`config.mk`:
```
export PLATFORM = sky130hd
export DESIGN_NAME = jt51_slot_regbank
export DESIGN_NICKNAME = d
export VERILOG_FILES = /design/src/rtl/jt51_slot_regbank.sv
export SDC_FILE = /design/constraint.sdc
export NUM_CORES = 2
export LEC_CHECK = 0
export ABC_AREA = 1
export BUFFER_PORTS_ARGS = -buffer_cell sky130_fd_sc_hd__buf_4
export CORE_MARGIN = 1.5
export CORE_UTILIZATION = 40
export DETAILED_ROUTE_END_ITERATION = 6
export RECOVER_POWER = 25
export SLEW_MARGIN = 0
export SYNTH_ARGS = -nofsm -noshare
export SYNTH_HDL_FRONTEND = slang
export SYNTH_SLANG_ARGS = --single-unit
export TNS_END_PERCENT = 50
```
`constraint.sdc`:
```
create_clock -name clk -period 104.7 [get_ports clk]
set_input_delay 10.47 -clock clk [delete_from_list [all_inputs] [get_ports clk]]
set_output_delay 10.47 -clock clk [all_outputs]
set_load 0.02 [all_outputs]
```
`src/rtl/jt51_slot_regbank.sv`:
```
// YM2151-style parameter register bank and 32-slot sequencer. Each parameter is
// read with a slot index shifted back by (stage-1), so no delay pipeline is needed.
module jt51_slot_regbank (
    input  logic       rst,
    input  logic       clk,
    input  logic       cen,
    input  logic       up_dt1,
    input  logic       up_tl,
    input  logic       up_ks,
    input  logic       up_amsen,
    input  logic       up_dt2,
    input  logic       up_d1l,
    input  logic [1:0] op,
    input  logic [2:0] ch,
    input  logic [7:0] op_din,
    input  logic       up_rl,
    input  logic       up_kc,
    input  logic       up_kf,
    input  logic       up_pms,
    input  logic [2:0] ch_sel,
    input  logic [7:0] ch_din,
    input  logic       up_keyon,
    input  logic       csm,
    input  logic       overflow_A,
    output logic [1:0] rl_I,
    output logic [2:0] fb_II,
    output logic [2:0] con_I,
    output logic [6:0] kc_I,
    output logic [5:0] kf_I,
    output logic [2:0] pms_I,
    output logic [1:0] ams_VII,
    output logic [2:0] dt1_II,
    output logic [1:0] dt2_I,
    output logic [3:0] mul_VI,
    output logic [6:0] tl_VII,
    output logic [1:0] ks_III,
    output logic [4:0] arate_II,
    output logic       amsen_VII,
    output logic [4:0] rate1_II,
    output logic [4:0] rate2_II,
    output logic [3:0] rrate_II,
    output logic [3:0] d1l_I,
    output logic       keyon_II,
    output logic [4:0] cycles,
    output logic [1:0] cur_op,
    output logic       zero,
    output logic       half,
    output logic       op31_no,
    output logic       op31_acc,
    output logic       m1_enters,
    output logic       m2_enters,
    output logic       c1_enters,
    output logic       c2_enters,
    output logic       use_prevprev1,
    output logic       use_internal_x,
    output logic       use_internal_y,
    output logic       use_prev2,
    output logic       use_prev1
);

    // Channel parameters
    logic [1:0] rl_mem  [8];
    logic [2:0] fb_mem  [8];
    logic [2:0] con_mem [8];
    logic [6:0] kc_mem  [8];
    logic [5:0] kf_mem  [8];
    logic [2:0] pms_mem [8];
    logic [1:0] ams_mem [8];

    // Operator parameters, indexed {op, ch} to match the slot numbering
    logic [2:0] dt1_mem   [32];
    logic [3:0] mul_mem   [32];
    logic [6:0] tl_mem    [32];
    logic [1:0] ks_mem    [32];
    logic [4:0] ar_mem    [32];
    logic       amsen_mem [32];
    logic [4:0] d1r_mem   [32];
    logic [1:0] dt2_mem   [32];
    logic [4:0] d2r_mem   [32];
    logic [3:0] d1l_mem   [32];
    logic [3:0] rr_mem    [32];

    logic [31:0] kon;
    logic [5:0]  csm_cnt;
    logic [4:0]  op_idx;
    logic [4:0]  slot_ii, slot_iii, slot_vi, slot_vii;

    assign op_idx   = {op, ch};
    assign slot_ii  = cycles - 5'd1;
    assign slot_iii = cycles - 5'd2;
    assign slot_vi  = cycles - 5'd5;
    assign slot_vii = cycles - 5'd6;

    always_ff @(posedge clk or posedge rst) begin
        if (rst) begin
            cycles   <= '0;
            op31_acc <= 1'b0;
            csm_cnt  <= '0;
        end else if (cen) begin
            cycles   <= cycles + 5'd1;
            op31_acc <= op31_no;
            if (csm && overflow_A)
                csm_cnt <= 6'd32;
            else if (csm_cnt != 6'd0)
                csm_cnt <= csm_cnt - 6'd1;
        end
    end

    // NOTE: these arrays are flops with a defined reset value, so they are cleared
    // in the reset branch; a RAM-mapped table would have to be cleared by the bus instead.
    always_ff @(posedge clk or posedge rst) begin
        if (rst) begin
            for (int i = 0; i < 8; i++) begin
                rl_mem[i]  <= '0;
                fb_mem[i]  <= '0;
                con_mem[i] <= '0;
                kc_mem[i]  <= '0;
                kf_mem[i]  <= '0;
                pms_mem[i] <= '0;
                ams_mem[i] <= '0;
            end
        end else begin
            if (up_rl) begin
                rl_mem[ch_sel]  <= ch_din[7:6];
                fb_mem[ch_sel]  <= ch_din[5:3];
                con_mem[ch_sel] <= ch_din[2:0];
            end
            if (up_kc) kc_mem[ch_sel] <= ch_din[6:0];
            if (up_kf) kf_mem[ch_sel] <= ch_din[7:2];
            if (up_pms) begin
                pms_mem[ch_sel] <= ch_din[6:4];
                ams_mem[ch_sel] <= ch_din[1:0];
            end
        end
    end

    always_ff @(posedge clk or posedge rst) begin
        if (rst) begin
            for (int i = 0; i < 32; i++) begin
                dt1_mem[i]   <= '0;
                mul_mem[i]   <= '0;
                tl_mem[i]    <= '0;
                ks_mem[i]    <= '0;
                ar_mem[i]    <= '0;
                amsen_mem[i] <= 1'b0;
                d1r_mem[i]   <= '0;
                dt2_mem[i]   <= '0;
                d2r_mem[i]   <= '0;
                d1l_mem[i]   <= '0;
                rr_mem[i]    <= '0;
            end
        end else begin
            if (up_dt1) begin
                dt1_mem[op_idx] <= op_din[6:4];
                mul_mem[op_idx] <= op_din[3:0];
            end
            if (up_tl) tl_mem[op_idx] <= op_din[6:0];
            if (up_ks) begin
                ks_mem[op_idx] <= op_din[7:6];
                ar_mem[op_idx] <= op_din[4:0];
            end
            if (up_amsen) begin
                amsen_mem[op_idx] <= op_din[7];
                d1r_mem[op_idx]   <= op_din[4:0];
            end
            if (up_dt2) begin
                dt2_mem[op_idx] <= op_din[7:6];
                d2r_mem[op_idx] <= op_din[4:0];
            end
            if (up_d1l) begin
                d1l_mem[op_idx] <= op_din[7:4];
                rr_mem[op_idx]  <= op_din[3:0];
            end
        end
    end

    // Key-on bit order on the bus is M1, C1, M2, C2 - not the slot order
    always_ff @(posedge clk or posedge rst) begin
        if (rst) begin
            kon <= '0;
        end else if (up_keyon) begin
            kon[{2'd0, op_din[2:0]}] <= op_din[3];
            kon[{2'd1, op_din[2:0]}] <= op_din[5];
            kon[{2'd2, op_din[2:0]}] <= op_din[4];
            kon[{2'd3, op_din[2:0]}] <= op_din[6];
        end
    end

    assign rl_I      = rl_mem[cycles[2:0]];
    assign con_I     = con_mem[cycles[2:0]];
    assign kc_I      = kc_mem[cycles[2:0]];
    assign kf_I      = kf_mem[cycles[2:0]];
    assign pms_I     = pms_mem[cycles[2:0]];
    assign fb_II     = fb_mem[slot_ii[2:0]];
    assign ams_VII   = ams_mem[slot_vii[2:0]];

    assign dt2_I     = dt2_mem[cycles];
    assign d1l_I     = d1l_mem[cycles];
    assign dt1_II    = dt1_mem[slot_ii];
    assign arate_II  = ar_mem[slot_ii];
    assign rate1_II  = d1r_mem[slot_ii];
    assign rate2_II  = d2r_mem[slot_ii];
    assign rrate_II  = rr_mem[slot_ii];
    assign ks_III    = ks_mem[slot_iii];
    assign mul_VI    = mul_mem[slot_vi];
    assign tl_VII    = tl_mem[slot_vii];
    assign amsen_VII = amsen_mem[slot_vii];
    assign keyon_II  = (csm_cnt != 6'd0) | kon[slot_ii];

    assign cur_op    = cycles[4:3];
    assign zero      = cycles == 5'd0;
    assign half      = cycles[3:0] == 4'd0;
    assign op31_no   = cycles == 5'd31;
    assign m1_enters = cycles[2:0] == 3'd0 && cur_op == 2'd0;
    assign m2_enters = cycles[2:0] == 3'd0 && cur_op == 2'd1;
    assign c1_enters = cycles[2:0] == 3'd0 && cur_op == 2'd2;
    assign c2_enters = cycles[2:0] == 3'd0 && cur_op == 2'd3;

    // NOTE: every flag gets a default before the case so no path leaves one unassigned (no latch).
    always_comb begin
        use_prevprev1  = 1'b0;
        use_internal_x = 1'b0;
        use_internal_y = 1'b0;
        use_prev2      = 1'b0;
        use_prev1      = 1'b0;
        case (cur_op)
            2'd1: begin
                case (con_I)
                    3'd0, 3'd2: use_prevprev1 = 1'b1;
                    3'd1: begin
                        use_prev1     = 1'b1;
                        use_prevprev1 = 1'b1;
                    end
                    3'd5: use_prev1 = 1'b1;
                    default: ;
                endcase
            end
            2'd2: begin
                case (con_I)
                    3'd0, 3'd3, 3'd4, 3'd5, 3'd6: use_prev2 = 1'b1;
                    default: ;
                endcase
            end
            2'd3: begin
                case (con_I)
                    3'd0, 3'd1, 3'd4: use_prev2 = 1'b1;
                    3'd2: begin
                        use_prev2      = 1'b1;
                        use_internal_x = 1'b1;
                    end
                    3'd3: begin
                        use_prev1 = 1'b1;
                        use_prev2 = 1'b1;
                    end
                    3'd5: use_internal_x = 1'b1;
                    default: ;
                endcase
            end
            default: ;
        endcase
    end

endmodule

```
Word level (Yosys, flattened, before mapping)
Index checks and enable logic that the tools add are counted.

$add $sub $neg: 6. $lt $le $gt $ge: 21. Eq/ne operators: 10. Mux-type cells: 118. Bitwise gates (word level): 11. Reduce and logical (&&, ||, !) cells: 24.

Operators by type and width (count): $bwmux W160 (3); $bwmux W128 (3); $bwmux W224 (1); $bwmux W32 (5); $bwmux W64 (2); $bwmux W96 (1); $bmux W5 S5 (3); $bwmux W24 (3); $bmux W4 S5 (3); $bwmux W56 (1); $bwmux W48 (1); $mux W7 (6); $ge A6 B6 Y1 const B (6); $not A5 Y6 (6); $bmux W7 S5 (1); $demux W7 S5 (1); $mux W5 (7); $bwmux W16 (2); $mux W3 (10); $mux W6 (5); $mux W4 (7); $bmux W3 S3 (3); $demux W5 S5 (1); $bmux W7 S3 (1); other kinds (50) (108).

Register bits: 1596. Input port bits: 40. Logic and storage cells: 602.

Depth between registers and ports, before layout
Word-level depth: 8. Gate-level depth with buffers: 18. Gate-level depth less buffers: 11.

Worst setup path before layout
Ideal clock, no wire load.

Path type: register -> output. Start point: reg cycles[0]. End point: out fb_II[2]. Data arrival time: 2.829 ns. Required time: 94.230 ns. Setup slack: 91.401 ns. Cell stages (with the launch flop): 15. Path buffers: 8. Cells stage by stage: dfrtp_1 inv_2 buf_6 buf_6 buf_4 buf_2 buf_2 ha_1 clkbuf_1 buf_2 clkinv_1 buf_2 nor2_1 o21ai_0 a31oi_1.

Word-level cells in the longest chain between the ends: 5.

RTL lines: start: declaration (RTL line 44) `output logic [4:0] cycles,`; start signal: assignment (RTL line 100) `cycles <= cycles + 5'd1;`; $sub A5 B1 Y5 (RTL line 89) `assign slot_ii = cycles - 5'd1;`; net slot_ii[0] (RTL line 86) `logic [4:0] slot_ii, slot_iii, slot_vi, slot_vii;`; $not A3 Y4 (not written as such) (RTL line 194) `assign fb_II = fb_mem[slot_ii[2:0]];`; $bmux W3 S3 (RTL line 194); $mux W3 (not written as such) (2 in a row) (RTL line 194); end: declaration (RTL line 26) `output logic [2:0] fb_II,`.

The timed path passes the listed nets, and every way through them passes these cells. The select of a mux whose other input is x is not followed.

==> impl_metrics.env <==
export IMPL_status="finished, violations left"
export IMPL_violations="capacitance limit, slew limit"
export IMPL_sequentialPowerShare_pct=32.0
export IMPL_postCtsSetupRepairBufs=0
export IMPL_core_area_sq_um=179000
export IMPL_max_cap_violations=19
export IMPL_synthTopCellsByCount="o21ai_0, nand2_1, dfrtp_1"
export IMPL_setup_tns_ns=0
export IMPL_hold_path_startpoint="dt1_mem[75]$_DFFE_PP0P_"
export IMPL_crit_reg2reg_launch="cycles[0]$_DFFE_PP0P_"
export IMPL_cp_end_kind="async pin"
export IMPL_synth_top_area_share_pct=55.4
export IMPL_place_detailed_hpwl_mm=133
export IMPL_r2r_end="cycles[1]$_DFFE_PP0P_"
export IMPL_cts_root_buffer="clkbuf_16"
export IMPL_cts_buffer_depth=3
export IMPL_synthesis_area_sq_um=72100
export IMPL_whs_ns=0.475
export IMPL_syn_avg_cell_area_sq_um=8.22
export IMPL_arrival_ns=18.21
export IMPL_die_area_sq_um=183000
export IMPL_power_switching_mw=1.09
export IMPL_clock_sinks=1596
export IMPL_grt_pass1_vias=57400
export IMPL_drtIter0Drc=5953
export IMPL_rsz0062_at_grt="no"
export IMPL_ys_seq_elements=1596
export IMPL_ant_nets=0
export IMPL_worst_ep_required_time_ns=105.49
export IMPL_hold_viol_final=0
export IMPL_whs_path_depth=2
export IMPL_fin_crit_ns=17.42
export IMPL_drc=0
export IMPL_synthCells=8780
export IMPL_min_to="dt1_mem[75]$_DFFE_PP0P_"
export IMPL_worst_slew_pin_slew_ns=6.57
export IMPL_fillers=17900
export IMPL_grt_max_degree=215
export IMPL_synth_edf_count=0
export IMPL_relSlewSlack_pct=-341
export IMPL_switching_share_pct=43.4
export IMPL_drv_slew=949
export IMPL_cts_resized=0
export IMPL_pin_count=129
export IMPL_cts_tree="built"
export IMPL_grt_antenna_before_repair=9
export IMPL_seq_area_frac_synth_pct=55.4
export IMPL_setup_viol=0
export IMPL_syn2layout_area_growth_pct=9.90
export IMPL_grt_util_all_layers_pct=24.7
export IMPL_leakagePower_nw=35.6
export IMPL_grt_ovfl_total=0
export IMPL_hold_buffers=0
export IMPL_hp_class="flop to flop"
export IMPL_gp_congestion=0.854
export IMPL_clk_insertion_delay_late_ns=0.81
export IMPL_wl_per_cell_microns=20.8
export IMPL_nNetsFinal=8484
export IMPL_synthTopCellsByArea="dfrtp_1, o21ai_0, nand2_1"
export IMPL_cp_start_kind="input pin"
export IMPL_p_comb_share_pct=43.6
export IMPL_p_per_area_nw_per_um2=31.6
export IMPL_first_pass_iters=6
export IMPL_reg2regPathDepth=6
export IMPL_viasPerCell=5.57
export IMPL_drive_gt1_share_pct=5.82
export IMPL_row_count=155
export IMPL_dpl_cell_area_sq_um=73800
export IMPL_start_util_pct=40.3
export IMPL_synth_nets=8829
export IMPL_ir_drop_mv=0.0390
export IMPL_ctsHtreeMaxLevel=4
export IMPL_fin_area_sq_um=79300
export IMPL_grt_pass1_wl_mm=352
export IMPL_numCtsBuffers=171
export IMPL_fin_crit_sh_pct=16.6
export IMPL_finalWirelength_mm=227
export IMPL_yosysUniqueCellTypes=31
export IMPL_clk_pin_slew_ns=0.06
export IMPL_die_width_microns=428
export IMPL_fin_skew_ns=0.00481
export IMPL_synth_area_leader_cell="dfrtp_1"
export IMPL_synth_main_ff_cell="dfrtp_1"
export IMPL_die_y_microns=428
export IMPL_io_buffers=127
export IMPL_yosysMostFrequentCell="o21ai_0"
export IMPL_intPower_mw=1.42
export IMPL_ys_warnings_count=0
export IMPL_clkPwrFrac_pct=24.4
export IMPL_path_max_fanout=140
export IMPL_rrSetupSlack_ns=100.36
export IMPL_vias=60800
export IMPL_fmax_ghz=0.0574
export IMPL_async_reset_ff_share_pct=100
export IMPL_critical_path_class="input pin to async pin"
[area by class of cell]
| cell class | instances | area (sq um) | area share (%) |
|---|---|---|---|
| clock buffers | 257 | 5030 | 6.34 |
| multi-input cells | 6353 | 28800 | 36.3 |
| flip-flops and latches | 1596 | 39900 | 50.4 |
| diodes | 6 | 15.0 | 0.0189 |
| inverters | 96 | 390 | 0.492 |
| well taps | 2355 | 2950 | 3.72 |
| repair buffers | 217 | 1600 | 2.02 |
| clock inverters | 45 | 562 | 0.709 |
[worst max-delay path, cell delays in order]
cell,delay (ns)
clkbuf_4,0.11
clkinvlp_2,3.62
buf_4,1.12
buf_4,0.79
buf_4,0.86
buf_4,0.94
[state kept, by name (all words and copies together) (netlist names)]
name       count
dt1_mem       96
ar_mem       160
ks_mem        64
kon           32
fb_mem        24
kf_mem        48
pms_mem       24
kc_mem        56
tl_mem       224
op31_acc       1
con_mem       24
cycles         5
dt2_mem       64
d1r_mem      160
ams_mem       16
amsen_mem     32
csm_cnt        6
mul_mem      128
d1l_mem      128
rl_mem        16
rr_mem       128
d2r_mem      160
[routing by layer]
metal	track usage, %	share of wire [%]	vias to the layer above
met2	39.2	46	2027
met1	33.6	43	29900
met4	10.1	4.1	8
li1	-	-	28500
met5	0	0.020	-
met3	3.89	6.6	380
[placed cells by master, fill, tap and decap left out, types with 23 or more instances in the layout]
cell       netlist  final
buf_4           28    178
o21ai_1         46     46
nor2_2          16     26
o22ai_1         23     23
nand3_1        215    215
a31oi_1         24     24
clkbuf_16        0    175
nor2_1        1236   1225
inv_1           84     76
clkbuf_8         0     34
o211ai_1       342    342
o21ai_0       2342   2342
clkbuf_1       512     79
dfrtp_1       1596   1593
nand2_1       2069   2069
[stage by stage]
stage	utilization (%)	setup WS, ns	instances	total power [mW]
after floorplan	-	49.20	8780	1.50
after global placement	41.3	88.26	10600	1.89
after detailed placement	41.3	88.29	10600	1.90
after CTS	44.4	87.40	10900	2.51
after global routing	44.3	85.92	10900	2.65
final	44.3	87.28	10900	2.51
[power groups by stage]
stage                     combinational, mW  clock, mW  sequential [mW]
after global routing                   1.19      0.645            0.816
after CTS                              1.09      0.620            0.800
final                                  1.09      0.612            0.802
after floorplan                       0.711          0            0.794
after global placement                 1.08          0            0.806
after detailed placement               1.09          0            0.809
[worst max-delay path by stage]
stage                           from                      end  slack [ns]  cells past startpoint
2_1_floorplan                    rst   ams_mem[0]$_DFFE_PP0P_       49.20                      1
3_5_place_dp   cycles[0]$_DFFE_PP0P_              rate2_II[4]       88.29                     12
4_1_cts        cycles[0]$_DFFE_PP0P_              rate2_II[4]       87.40                     12
6_report                         rst  d1r_mem[43]$_DFFE_PP0P_       87.28                      6
3_3_place_gp   cycles[0]$_DFFE_PP0P_              rate2_II[4]       88.26                     12
5_1_grt                          rst  d1r_mem[40]$_DFFE_PP0P_       85.92                      6
[kinds of logic (layout without fill, tap and decap cells)]
| kind of cell | count (synthesis) | after routing | share of synthesized area [%] |
|---|---|---|---|
| AOI/OAI and AO/OA | 2785 | 2785 | 20.6 |
| and+or+nand+nor | 3549 | 3549 | 18.9 |
| buffers and inverters | 831 | 615 | 4.82 |
| adders and majority gates | 9 | 9 | 0.156 |
| DFF | 1596 | 1596 | 55.4 |
| muxes | 1 | 1 | 0.0156 |
| xor gates and xnor gates | 8 | 8 | 0.118 |
| other | 1 | 7 | 0.00520 |
Note: power is estimated with default switching activity, not from simulation.
